`config.mk`:
```
export PLATFORM = sky130hd
export DESIGN_NAME = tlul_rsp_intg_gen_reg
export DESIGN_NICKNAME = d
export VERILOG_FILES = /design/src/rtl/tlul_rsp_intg_gen_reg.sv
export SDC_FILE = /design/constraint.sdc
export NUM_CORES = 1
export LEC_CHECK = 0
export ABC_AREA = 1
export BUFFER_PORTS_ARGS = -buffer_cell sky130_fd_sc_hd__buf_4
export CORE_ASPECT_RATIO = 1.25
export CORE_UTILIZATION = 59
export CTS_CLUSTER_SIZE = 30
export DETAILED_ROUTE_END_ITERATION = 16
export PLACE_DENSITY = 0.85
export SLEW_MARGIN = 0
export SYNTH_ARGS = -nofsm -noshare
export SYNTH_HDL_FRONTEND = slang
export SYNTH_SLANG_ARGS = --single-unit
```
`constraint.sdc`:
```
create_clock -name clk_i -period 13.15 [get_ports clk_i]
set_clock_uncertainty 0.2 [all_clocks]
set_input_delay 1.9725 -clock clk_i [delete_from_list [all_inputs] [get_ports clk_i]]
set_output_delay 1.9725 -clock clk_i [all_outputs]
set_load 0.03 [all_outputs]
```
`src/rtl/tlul_rsp_intg_gen_reg.sv`:
```
// TL-UL D-channel response slice with integrity generation and checking.
// A two-entry valid/ready register slice (output register plus skid entry)
// carries each response beat. Response and per-lane data integrity are
// computed from the incoming fields at accept time and stored with the beat.
// The incoming integrity can optionally be checked, with sticky status and a
// saturating mismatch counter.
//
// state   | meaning
// --------+---------------------------------------------------------------
// S_EMPTY | no beat held; d_valid_o=0, d_ready_o=1
// S_ONE   | output register holds a beat; skid entry empty, d_ready_o=1
// S_FULL  | output and skid registers both hold beats; d_ready_o=0

module tlul_rsp_intg_gen_reg #(
  parameter int DataWidth         = 32,
  parameter int SzW               = 2,
  parameter int MiscWidth         = 17,
  parameter int EnableRspIntgGen  = 1,
  parameter int EnableDataIntgGen = 1,
  parameter int CheckInIntg       = 0,
  parameter int ErrCntWidth       = 8
) (
  input  logic                          clk_i,
  input  logic                          rst_i,
  input  logic                          d_valid_i,
  output logic                          d_ready_o,
  input  logic [2:0]                    d_opcode_i,
  input  logic [SzW-1:0]                d_size_i,
  input  logic                          d_error_i,
  input  logic [MiscWidth-1:0]          d_misc_i,
  input  logic [DataWidth-1:0]          d_data_i,
  input  logic [6:0]                    d_rsp_intg_i,
  input  logic [7*(DataWidth/32)-1:0]   d_data_intg_i,
  output logic                          d_valid_o,
  input  logic                          d_ready_i,
  output logic [2:0]                    d_opcode_o,
  output logic [SzW-1:0]                d_size_o,
  output logic                          d_error_o,
  output logic [MiscWidth-1:0]          d_misc_o,
  output logic [DataWidth-1:0]          d_data_o,
  output logic [6:0]                    d_rsp_intg_o,
  output logic [7*(DataWidth/32)-1:0]   d_data_intg_o,
  input  logic                          err_clr_i,
  output logic                          intg_err_o,
  output logic                          intg_err_sticky_o,
  output logic [ErrCntWidth-1:0]        err_cnt_o
);

  localparam int NumLanes = DataWidth / 32;
  localparam int DiW      = 7 * NumLanes;
  localparam int BeatW    = 3 + SzW + 1 + MiscWidth + DataWidth + 7 + DiW;

  typedef enum logic [1:0] {
    S_EMPTY = 2'd0,
    S_ONE   = 2'd1,
    S_FULL  = 2'd2
  } slice_state_e;

  // Inverted SECDED (64,57) encoder, check bits only.
  function automatic logic [6:0] f_rsp_intg(input logic [56:0] d);
    logic [63:0] w;
    logic [6:0]  c;
    w    = {7'b0, d};
    c[0] = ^(w & 64'h0103FFF800007FFF);
    c[1] = ^(w & 64'h017C1FF801FF801F);
    c[2] = ^(w & 64'h01BDE1F87E0781E1);
    c[3] = ^(w & 64'h01DEEE3B8E388E22);
    c[4] = ^(w & 64'h01EF76CDB2C93244);
    c[5] = ^(w & 64'h01F7BB56D5525488);
    c[6] = ^(w & 64'h01FBDDA769A46910);
    return c ^ 7'h2A;
  endfunction

  // Inverted SECDED (39,32) encoder, check bits only.
  function automatic logic [6:0] f_data_intg(input logic [31:0] d);
    logic [6:0] c;
    c[0] = ^(d & 32'h2606BD25);
    c[1] = ^(d & 32'hDEBA8050);
    c[2] = ^(d & 32'h413D89AA);
    c[3] = ^(d & 32'h31234ED1);
    c[4] = ^(d & 32'hC2C1323B);
    c[5] = ^(d & 32'h2DCC624C);
    c[6] = ^(d & 32'h98505586);
    return c ^ 7'h2A;
  endfunction

  slice_state_e r_state;
  slice_state_e w_state_nxt;
  logic         r_valid;
  logic         r_ready;

  logic [BeatW-1:0]       r_out;
  logic [BeatW-1:0]       r_skid;
  logic [BeatW-1:0]       w_beat_in;

  logic                   w_acc;
  logic                   w_emit;
  logic                   w_load_out_in;
  logic                   w_load_out_skid;
  logic                   w_load_skid;

  logic [56:0]            w_rsp_payload;
  logic [6:0]             w_rsp_intg_calc;
  logic [DiW-1:0]         w_data_intg_calc;
  logic [6:0]             w_rsp_intg_sel;
  logic [DiW-1:0]         w_data_intg_sel;
  logic                   w_mismatch;

  logic                   r_intg_err;
  logic                   r_sticky;
  logic [ErrCntWidth-1:0] r_err_cnt;

  assign w_acc  = d_valid_i & r_ready;
  assign w_emit = r_valid & d_ready_i;

  // Integrity is always recomputed so the checker can use it even when
  // the generator is disabled and the input value is passed through.
  assign w_rsp_payload   = 57'({d_opcode_i, d_size_i, d_error_i});
  assign w_rsp_intg_calc = f_rsp_intg(w_rsp_payload);

  for (genvar k = 0; k < NumLanes; k++) begin : g_lane
    assign w_data_intg_calc[7*k +: 7] = f_data_intg(d_data_i[32*k +: 32]);
  end

  assign w_rsp_intg_sel  = (EnableRspIntgGen != 0)  ? w_rsp_intg_calc  : d_rsp_intg_i;
  assign w_data_intg_sel = (EnableDataIntgGen != 0) ? w_data_intg_calc : d_data_intg_i;

  assign w_beat_in = {d_opcode_i, d_size_i, d_error_i, d_misc_i, d_data_i,
                      w_rsp_intg_sel, w_data_intg_sel};

  assign w_mismatch = (CheckInIntg != 0) && w_acc &&
                      ((d_rsp_intg_i != w_rsp_intg_calc) ||
                       (d_data_intg_i != w_data_intg_calc));

  // Slice state plus flopped valid/ready decoded from the next state.
  always_ff @(posedge clk_i or posedge rst_i) begin
    if (rst_i) begin
      r_state <= S_EMPTY;
      r_valid <= 1'b0;
      r_ready <= 1'b1;
    end else begin
      r_state <= w_state_nxt;
      r_valid <= (w_state_nxt != S_EMPTY);
      r_ready <= (w_state_nxt != S_FULL);
    end
  end

  // Next-state selection from accept/emit handshakes.
  always_comb begin
    w_state_nxt = r_state;
    case (r_state)
      S_EMPTY: if (w_acc) w_state_nxt = S_ONE;
      S_ONE: begin
        if (w_acc && !w_emit)      w_state_nxt = S_FULL;
        else if (!w_acc && w_emit) w_state_nxt = S_EMPTY;
      end
      S_FULL:  if (w_emit) w_state_nxt = S_ONE;
      default: w_state_nxt = S_EMPTY;
    endcase
  end

  // Register load enables for the output and skid entries.
  always_comb begin
    w_load_out_in   = 1'b0;
    w_load_out_skid = 1'b0;
    w_load_skid     = 1'b0;
    case (r_state)
      S_EMPTY: w_load_out_in = w_acc;
      S_ONE: begin
        w_load_out_in = w_acc & w_emit;
        w_load_skid   = w_acc & ~w_emit;
      end
      S_FULL:  w_load_out_skid = w_emit;
      default: ;
    endcase
  end

  // Beat storage; the skid entry only ever feeds the output register.
  always_ff @(posedge clk_i or posedge rst_i) begin
    if (rst_i) begin
      r_out  <= '0;
      r_skid <= '0;
    end else begin
      if (w_load_out_in)        r_out <= w_beat_in;
      else if (w_load_out_skid) r_out <= r_skid;
      if (w_load_skid)          r_skid <= w_beat_in;
    end
  end

  // Mismatch pulse, sticky flag and saturating counter; clear takes
  // priority but a simultaneous mismatch still registers once.
  always_ff @(posedge clk_i or posedge rst_i) begin
    if (rst_i) begin
      r_intg_err <= 1'b0;
      r_sticky   <= 1'b0;
      r_err_cnt  <= '0;
    end else begin
      r_intg_err <= w_mismatch;
      if (err_clr_i) begin
        r_sticky  <= w_mismatch;
        r_err_cnt <= w_mismatch ? ErrCntWidth'(1) : '0;
      end else if (w_mismatch) begin
        r_sticky <= 1'b1;
        if (r_err_cnt != {ErrCntWidth{1'b1}}) r_err_cnt <= r_err_cnt + ErrCntWidth'(1);
      end
    end
  end

  assign d_valid_o = r_valid;
  assign d_ready_o = r_ready;
  assign {d_opcode_o, d_size_o, d_error_o, d_misc_o, d_data_o,
          d_rsp_intg_o, d_data_intg_o} = r_out;

  assign intg_err_o        = r_intg_err;
  assign intg_err_sticky_o = r_sticky;
  assign err_cnt_o         = r_err_cnt;

endmodule

```
# Word level (Yosys, flattened, before mapping)
# Index checks and enable logic that the tools add are counted.
[op_classes]
n_eq_ne = 3
n_mux = 10
n_bitwise = 7
n_reduce_logical = 21
[op_table]
columns = ["cell", "count"]
rows = [
  ["64-bit XOR reduction", 7],
  ["32-bit XOR reduction", 7],
  ["69-bit two-way mux", 2],
  ["2-bit two-way mux", 4],
  ["3-bit NOT", 2],
  ["2-bit case mux with 3 select lines", 1],
  ["1-bit bitwise AND", 4],
  ["2-bit nonzero test", 2],
  ["2-bit by 1-bit equality test with 1-bit output (second input constant)", 1],
  ["2-bit equality test (second input constant)", 1],
  ["1-bit logical AND", 2],
  ["1-bit zero test", 2],
  ["2-bit zero test", 1],
  ["1-bit two-way mux", 2],
  ["2-bit inequality test (second input constant)", 1],
  ["1-bit case mux with 2 select lines", 1],
  ["1-bit NOT", 1],
]
[totals]
ff_bits = 142
output_inout_bits = 81

# Longest topological paths before layout
# Gate-level depths: netlist of run 1.
[logic_depth]
ltp_word = 7
ltp_mapped = 13

# Least setup slack after synthesis of run 1
# OpenSTA, ideal clock, no wires.
[synth_path]
kind = "input to register"
from = "in d_ready_i"
to = "reg r_skid[67]"
setup_time_ns = 0.117
arrival_ns = 2.880
path_slack_ns = 9.953
stages = 8
n_path_buf = 2
path_cell_list = "nand2_2 -> nand2_2 -> nor3_4 -> inv_2 -> buf_6 -> buf_6 -> nand2_1 -> o21ai_2"
[synth_between]
elab_chain_len = 4
[synth_lines]
columns = ["item", "line", "rtl"]
rows = [
  ["from (decl)", "35", "input logic d_ready_i,"],
  ["1-bit bitwise AND", "114", "assign w_emit = r_valid & d_ready_i;"],
  ["1-bit NOT", "171", "w_load_skid = w_acc & ~w_emit;"],
  ["1-bit bitwise AND", "171", ""],
  ["1-bit two-way mux", "167", "case (r_state)"],
  ["to (signal assigned)", "186", "if (w_load_skid) r_skid <= w_beat_in;"],
  ["to (decl)", "93", "logic [BeatW-1:0] r_skid;"],
]
# No other way between the ends.
# A chain may end at the register's enable or synchronous reset.

# Final worst setup path of run 1
[layout_path]
from = "in d_valid_i"
to = "reg r_out[1]"
[layout_between]
elab_chain_len = 4
[layout_lines]
columns = ["item", "line", "rtl"]
rows = [
  ["from (decl)", "25", "input logic d_valid_i,"],
  ["1-bit bitwise AND (*)", "113", "assign w_acc = d_valid_i & r_ready;"],
  ["1-bit bitwise AND", "170", "w_load_out_in = w_acc & w_emit;"],
  ["1-bit case mux with 2 select lines (*)", "167", ""],
  ["69-bit two-way mux / 2-bit nonzero test (equally long branches)", "-", ""],
  ["to (signal assigned)", "184", "if (w_load_out_in) r_out <= w_beat_in;"],
  ["to (signal assigned)", "185", "else if (w_load_out_skid) r_out <= r_skid;"],
  ["to (decl)", "92", "logic [BeatW-1:0] r_out;"],
]
# Every way passes the cells marked *; elsewhere a longest branch is shown, timed or not.

==> results.md, run 1 <==
- Outcome: finished clean
- Setup violations, final: 0
- Seq/Total Area, Yosys: 0.474
- Mux contribution to synthesized area: 0
- Setup tns final: 0 ns
- Period utilization: 0.300
- Io pins: 155
- Initial Util: 0.602
- Later-pin clock latency in the skew report: 0.41 ns
- Clk sinks: 138
- CTS Root Cell: clkbuf_16
- Relative slew slack: 0.317
- Worst EP arrival: 4.10 ns
- Number of warning messages in the yosys log: 0
- PostCTS Resize Cnt: 0
- CP Max Fanout: between 60 and 70
- Least-Margin Pin Slew: 1.03 ns
- Drt first pass iters: 5
- Worst setup path class: in2reg
- DRC Markers: 0
- Final hold violation count: 0
- All-layer global routing usage: 0.277
- Clk pin slew, worst setup/hold paths: approximately 0.06 ns
- P_leak: 4.66 nW
- Detailed Place HPWL: ~11000 um
- Max Cap Viol: 0
- Nets: 1137
- Pwr Density: 232 nW/um^2
- Die Area: around 13000 um^2
- Yosys reg bits: 138
- First-pass GRT wire length: 27700 um
- IO buf count: 129
- Critical path required time: 13.30 ns
- Wirelength per Cell: 13.7 um
- Slew Limit Fails: 0
- Postcts setup bufs: 0
- Synth Instances: 954
- Clock Path Buffers: 2
- Vias in the first global route: 6020
- Post-Synth Adder-Cell Area: 0
- Mean Syn Cell Area: 7.64 um^2
- Layout cells sized above 1: 0.168
- Iter 0 DRT Violations: 417
- Synth Area in Simple Gates: 0.279
- Post-CTS Hold Fix Bufs: 0
- Post-route ant nets: 0
- Slowest cell on the critical path: buf_4
- Vias/cell: ~5.3
- Compound-Gate Fraction of Synth Area: 0.114
- Hold Path Class: reg2reg
- DIE WIDTH: around 100 um
- CP Cell Sequence: buf_4 > nand2_1 > nor2_1 > nand2_2 > buf_4 > nand2_1 > inv_2 > buf_4 > a22o_1 > clkinv_1 > nand2_1
- Setup crit start kind: input port
- Buffers & Inverters on Critical Path: 5
- Initial antenna violation count: 0
- Delay-heaviest family, CP: buffers and inverters
- Largest family of logic cells by synthesized area: simple AND/OR/NAND/NOR gates
- Achievable Freq: about 0.25 GHz
- Synth Area in XOR/XNOR: 0.0348
- Total gr overflow: 0
- Commonest non-fill, non-tap cell in the layout: nand2_1
- Setup crit end kind: register
- Post-synth ARST share: 1.00
- Placement Rows: 45
- Min Tclk post-route: between 3 and 4 ns
- Largest net degree at the start of global routing: 105
- Vias: around 6600
- Ys flop type: dfrtp_1
- Most frequent cells in the layout: 423 x nand2_1, 137 x dfrtp_1, 134 x buf_4
- Post-Syn Area: 7290 um^2
- Unrepaired setup endpoints after global routing: no
- TritonCTS Buffers: 17
- Htree depth: 4
- Synth unique cells: 30
- Final wirelength: 16900 um
- P&R area growth vs syn: 20.2%
- CTS tree: built
- Crit path largest cell delay: around 0.56 ns
- Worst vdd ir: 0.000115 V
- Placeable Area: 12100 um^2
- Die Ht: 126 um
- Final Core Density: 0.724
- Post-synth EDFFs: 0
- ANT cells: 0
- Gpl congestion: 0.911
==> state kept, by name (all words and copies together), names as in the netlist <==
| signal | flops |
|---|---|
| r_skid | 67 |
| r_out | 67 |
| d_ready_o | 1 |
| d_valid_o | 1 |
| r_state | 2 |
==> synth_stat cells (11+ instances only) <==
cell type	instances	area, um^2
nor2_1	16	60.1
xnor2_1	16	140
buf_4	13	97.6
buf_6	12	135
inv_1	85	319
nand2_1	424	1590
buf_2	15	75.1
o211ai_1	56	420
xor2_1	13	114
clkbuf_1	11	41.3
o21ai_1	16	80.1
dfrtp_1	137	3430
o21ai_0	42	210
nand3_1	62	310
==> stage by stage <==
stage / hold WS, ns / power (mW) / area [um^2] / setup WS, ns / std cells
6_report: 0.283 / 2.03 / 8760 / 9.20 / 1240
5_1_grt: 0.301 / 2.16 / 8760 / 9.03 / 1240
4_1_cts: 0.285 / 2.04 / 8760 / 9.21 / 1240
3_5_place_dp: 0.269 / 1.57 / 8180 / 8.81 / 1208
3_3_place_gp: 0.263 / 1.54 / 8180 / 8.82 / 1208
2_1_floorplan: 0.249 / 1.31 / 7320 / 7.28 / 963
==> per-layer routing <==
layer,up-vias,track usage,wire (um)
met3,32,0.0433,858
met5,-,0,0
met1,3100,0.354,7130
li1,3227,-,-
met2,220,0.465,8470
met4,0,0.115,482
==> path summary, 6_finish.rpt <==
kind	slack, ns	to	cells past startpoint	startpoint
min	0.28	r_skid[43]$_DFFE_PP0P_	2	r_skid[43]$_DFFE_PP0P_
min in group asynchronous	1.39	r_out[58]$_DFFE_PP0P_	2	rst_i
max	9.20	r_out[1]$_DFFE_PP0P_	11	d_valid_i
min reg2reg	0.28	r_skid[43]$_DFFE_PP0P_	2	r_skid[43]$_DFFE_PP0P_
max reg2reg	10.42	r_skid[40]$_DFFE_PP0P_	6	d_ready_o$_DFF_PP1_
max in group asynchronous	9.94	r_skid[6]$_DFFE_PP0P_	3	rst_i
==> cell type report <==
class	count	area, um^2
Multi-Input combinational cell	679	3160
Fill cell	988	3340
Timing Repair Buffer	134	1010
Clock inverter	12	143
Tap cell	164	205
Sequential cell	138	3450
Inverter	93	354
Clock buffer	20	437
==> worst reg2reg max path, delay by kind of cell (launching register included) <==
kind / cells / cell delay, ns
AO/OA/AOI/OAI: 1 / 0.11
buffers and inverters: 2 / 0.75
flip-flops: 1 / 0.53
AND/OR/NAND/NOR: 3 / 0.97
==> power breakdown <==
group | internal (mW) | total [mW] | switching [mW]
logic | 0.298 | 0.833 | 0.535
registers | 0.627 | 0.735 | 0.108
clock network | 0.282 | 0.467 | 0.185
total | 1.21 | 2.03 | 0.828
==> cell families after synthesis <==
family | count (synthesis)
AND/OR/NAND/NOR | 511
AO/OA/AOI/OAI | 129
XOR/XNOR | 29
flip-flops | 138
buffers and inverters | 146
other | 1
Note: power is estimated with default switching activity, not from simulation.
==> inputs of run 2 (changes only) <==
--- a/config.mk
+++ b/config.mk
@@ -8,10 +8,10 @@
 export ABC_AREA = 1
 export BUFFER_PORTS_ARGS = -buffer_cell sky130_fd_sc_hd__buf_4
 export CORE_ASPECT_RATIO = 1.25
-export CORE_UTILIZATION = 59
+export CORE_UTILIZATION = 50
 export CTS_CLUSTER_SIZE = 30
 export DETAILED_ROUTE_END_ITERATION = 16
-export PLACE_DENSITY = 0.85
+export PLACE_DENSITY = 0.77
 export SLEW_MARGIN = 0
 export SYNTH_ARGS = -nofsm -noshare
 export SYNTH_HDL_FRONTEND = slang
==> constraint.sdc (replaced) <==
create_clock -name clk_i -period 3.2 [get_ports clk_i]
set_clock_uncertainty 0.2 [all_clocks]
set_input_delay 0.48 -clock clk_i [delete_from_list [all_inputs] [get_ports clk_i]]
set_output_delay 0.48 -clock clk_i [all_outputs]
set_load 0.03 [all_outputs]
==> run 2 against run 1 <==
  * Hold slack got worse by 0.21 ns
  * Cell count rose by 1.1%
  * Critical path depth fell by 3
  * First-iteration DRC count rose by 47%
  * Largest cell class unchanged
==> results.md, run 2 (synthesis gave the netlist of run 1 again) <==
- Pwr Density: 947 nW/um^2
- Initial antenna violation count: 0
- Die Area: 15100 um^2
- Setup Slack @ Placement: 1.10 ns
- Layout cells sized above 1: 0.173
- Flop-to-flop setup slack: ~1.3 ns
- Final hold violation count: 0
- First-pass GRT wire length: 28400 um
- Top flop regs: r_out: 67 flops, r_skid: 67 flops, r_state: 2 flops
- CTS Root Cell: clkbuf_16
- Placeable Area: 14000 um^2
- Gpl congestion: 0.886
- Wirelength per Cell: 13.8 um
- Detailed Place HPWL: 12000 um
- Final Core Density: 0.631
- Unrepaired setup endpoints after global routing: no
- Largest net degree at the start of global routing: 139
- Setup tns final: 0 ns
- Most frequent cells in the layout: 423 x nand2_1, 137 x dfrtp_1, 134 x buf_4
- Io pins: 155
- DIE WIDTH: 110 um
- Post-route ant nets: 0
- Die Ht: 137 um
- Initial Util: 0.521
- Vias/cell: 5.13
- Vias: roughly 6400
- Total gr overflow: 0
- Nets: 1140
- R2r endpoint: r_out[0]$_DFFE_PP0P_
- Setup crit end kind: register
- IO buf count: between 100 and 150
- Period utilization: 0.604
- Worst setup path class: reg2reg
- Iter 0 DRT Violations: 613
- Setup violations, final: 0
- Later-pin clock latency in the skew report: 0.41 ns
- Vias in the first global route: 5932
- R2r startpoint: r_state[1]$_DFF_PP0_
- Clock Path Buffers: 2
- Critical path required time: 3.36 ns
- Power Total: 8.36 mW
- Min Tclk post-route: 1.93 ns
- PostCTS Resize Cnt: 0
- TritonCTS Buffers: 17
- Worst EP arrival: 2.09 ns
- DRC Markers: 0
- CP Max Fanout: 64
- Slew Limit Fails: 0
- Relative slew slack: 0.505
- Setup ws final: 1.27 ns
- Worst vdd ir: between 0.0005 and 0.0006 V
- Drt first pass iters: 5
- All-layer global routing usage: 0.243
- Post-CTS Hold Fix Bufs: 0
- Outcome: finished clean
- Hold Path Class: in2async
- Setup crit start kind: register
- P&R area growth vs syn: 21.1%
- Max Cap Viol: 0
- Htree depth: 4
- Achievable Freq: 0.517 GHz
- Worst r2r path cells: 8
- Commonest non-fill, non-tap cell in the layout: nand2_1
- CTS tree: built
- Postcts setup bufs: 0
- P_leak: 4.68 nW
- Placement Rows: 48
- Least-Margin Pin Slew: ~0.74 ns
- Final wirelength: 17300 um
- ANT cells: 0
- Clk sinks: 138
- Clk pin slew, worst setup/hold paths: 0.07 ns
## run 2: layout make-up
type,instances,area [um^2]
well taps,175,219
multi-input cells,679,3160
repair buffers,137,1070
inverters,93,353
flip-flops and latches,138,3450
clock buffers,18,439
fillers,1268,5160
clock inverters,14,135
## run 2: critical path, stage by stage, from the launching register on
cell	delay, ns
dfrtp_1	0.42
inv_2	0.06
nor2_2	0.10
inv_2	0.05
nor2_4	0.08
buf_4	0.58
a22o_1	0.25
clkinv_1	0.05
nand2_1	0.06
## run 2: per-layer routing
| metal | part of all wire | vias to the layer above | track usage |
|---|---|---|---|
| li1 | - | 3239 | - |
| met1 | 0.44 | 2984 | 0.320 |
| met2 | 0.48 | 187 | 0.395 |
| met3 | 0.051 | 27 | 0.0438 |
| met4 | 0.027 | 0 | 0.0963 |
| met5 | 0 | - | 0 |
## run 2: how the worst max path moves through the flow
stage	from	to	slack, ns	depth (start not counted)
final	r_state[1]$_DFF_PP0_	r_out[0]$_DFFE_PP0P_	1.27	8
after global routing	r_state[1]$_DFF_PP0_	r_out[1]$_DFFE_PP0P_	1.12	8
after CTS	r_state[1]$_DFF_PP0_	r_out[1]$_DFFE_PP0P_	1.25	8
after detailed placement	d_valid_i	r_out[39]$_DFFE_PP0P_	1.10	7
after global placement	d_valid_i	r_out[41]$_DFFE_PP0P_	1.15	7
after floorplan	rst_i	d_valid_o$_DFF_PP0_	0.80	1
## run 2: where the power goes
group | switching [mW] | internal (mW) | total, mW | leakage [nW]
logic | 2.19 | 1.26 | 3.45 | 2.70
clock network | 0.799 | 1.10 | 1.90 | 0.270
registers | 0.436 | 2.57 | 3.01 | 1.71
total | 3.42 | 4.94 | 8.36 | 4.68
## run 2: through the flow
step | cell area (um^2) | hold WS [ns] | instances
3_5_place_dp | 8250 | 0.267 | 1222
2_1_floorplan | 7330 | 0.249 | 963
4_1_cts | 8830 | 0.122 | 1254
3_3_place_gp | 8250 | 0.263 | 1222
5_1_grt | 8830 | 0.143 | 1254
6_report | 8830 | 0.0729 | 1254
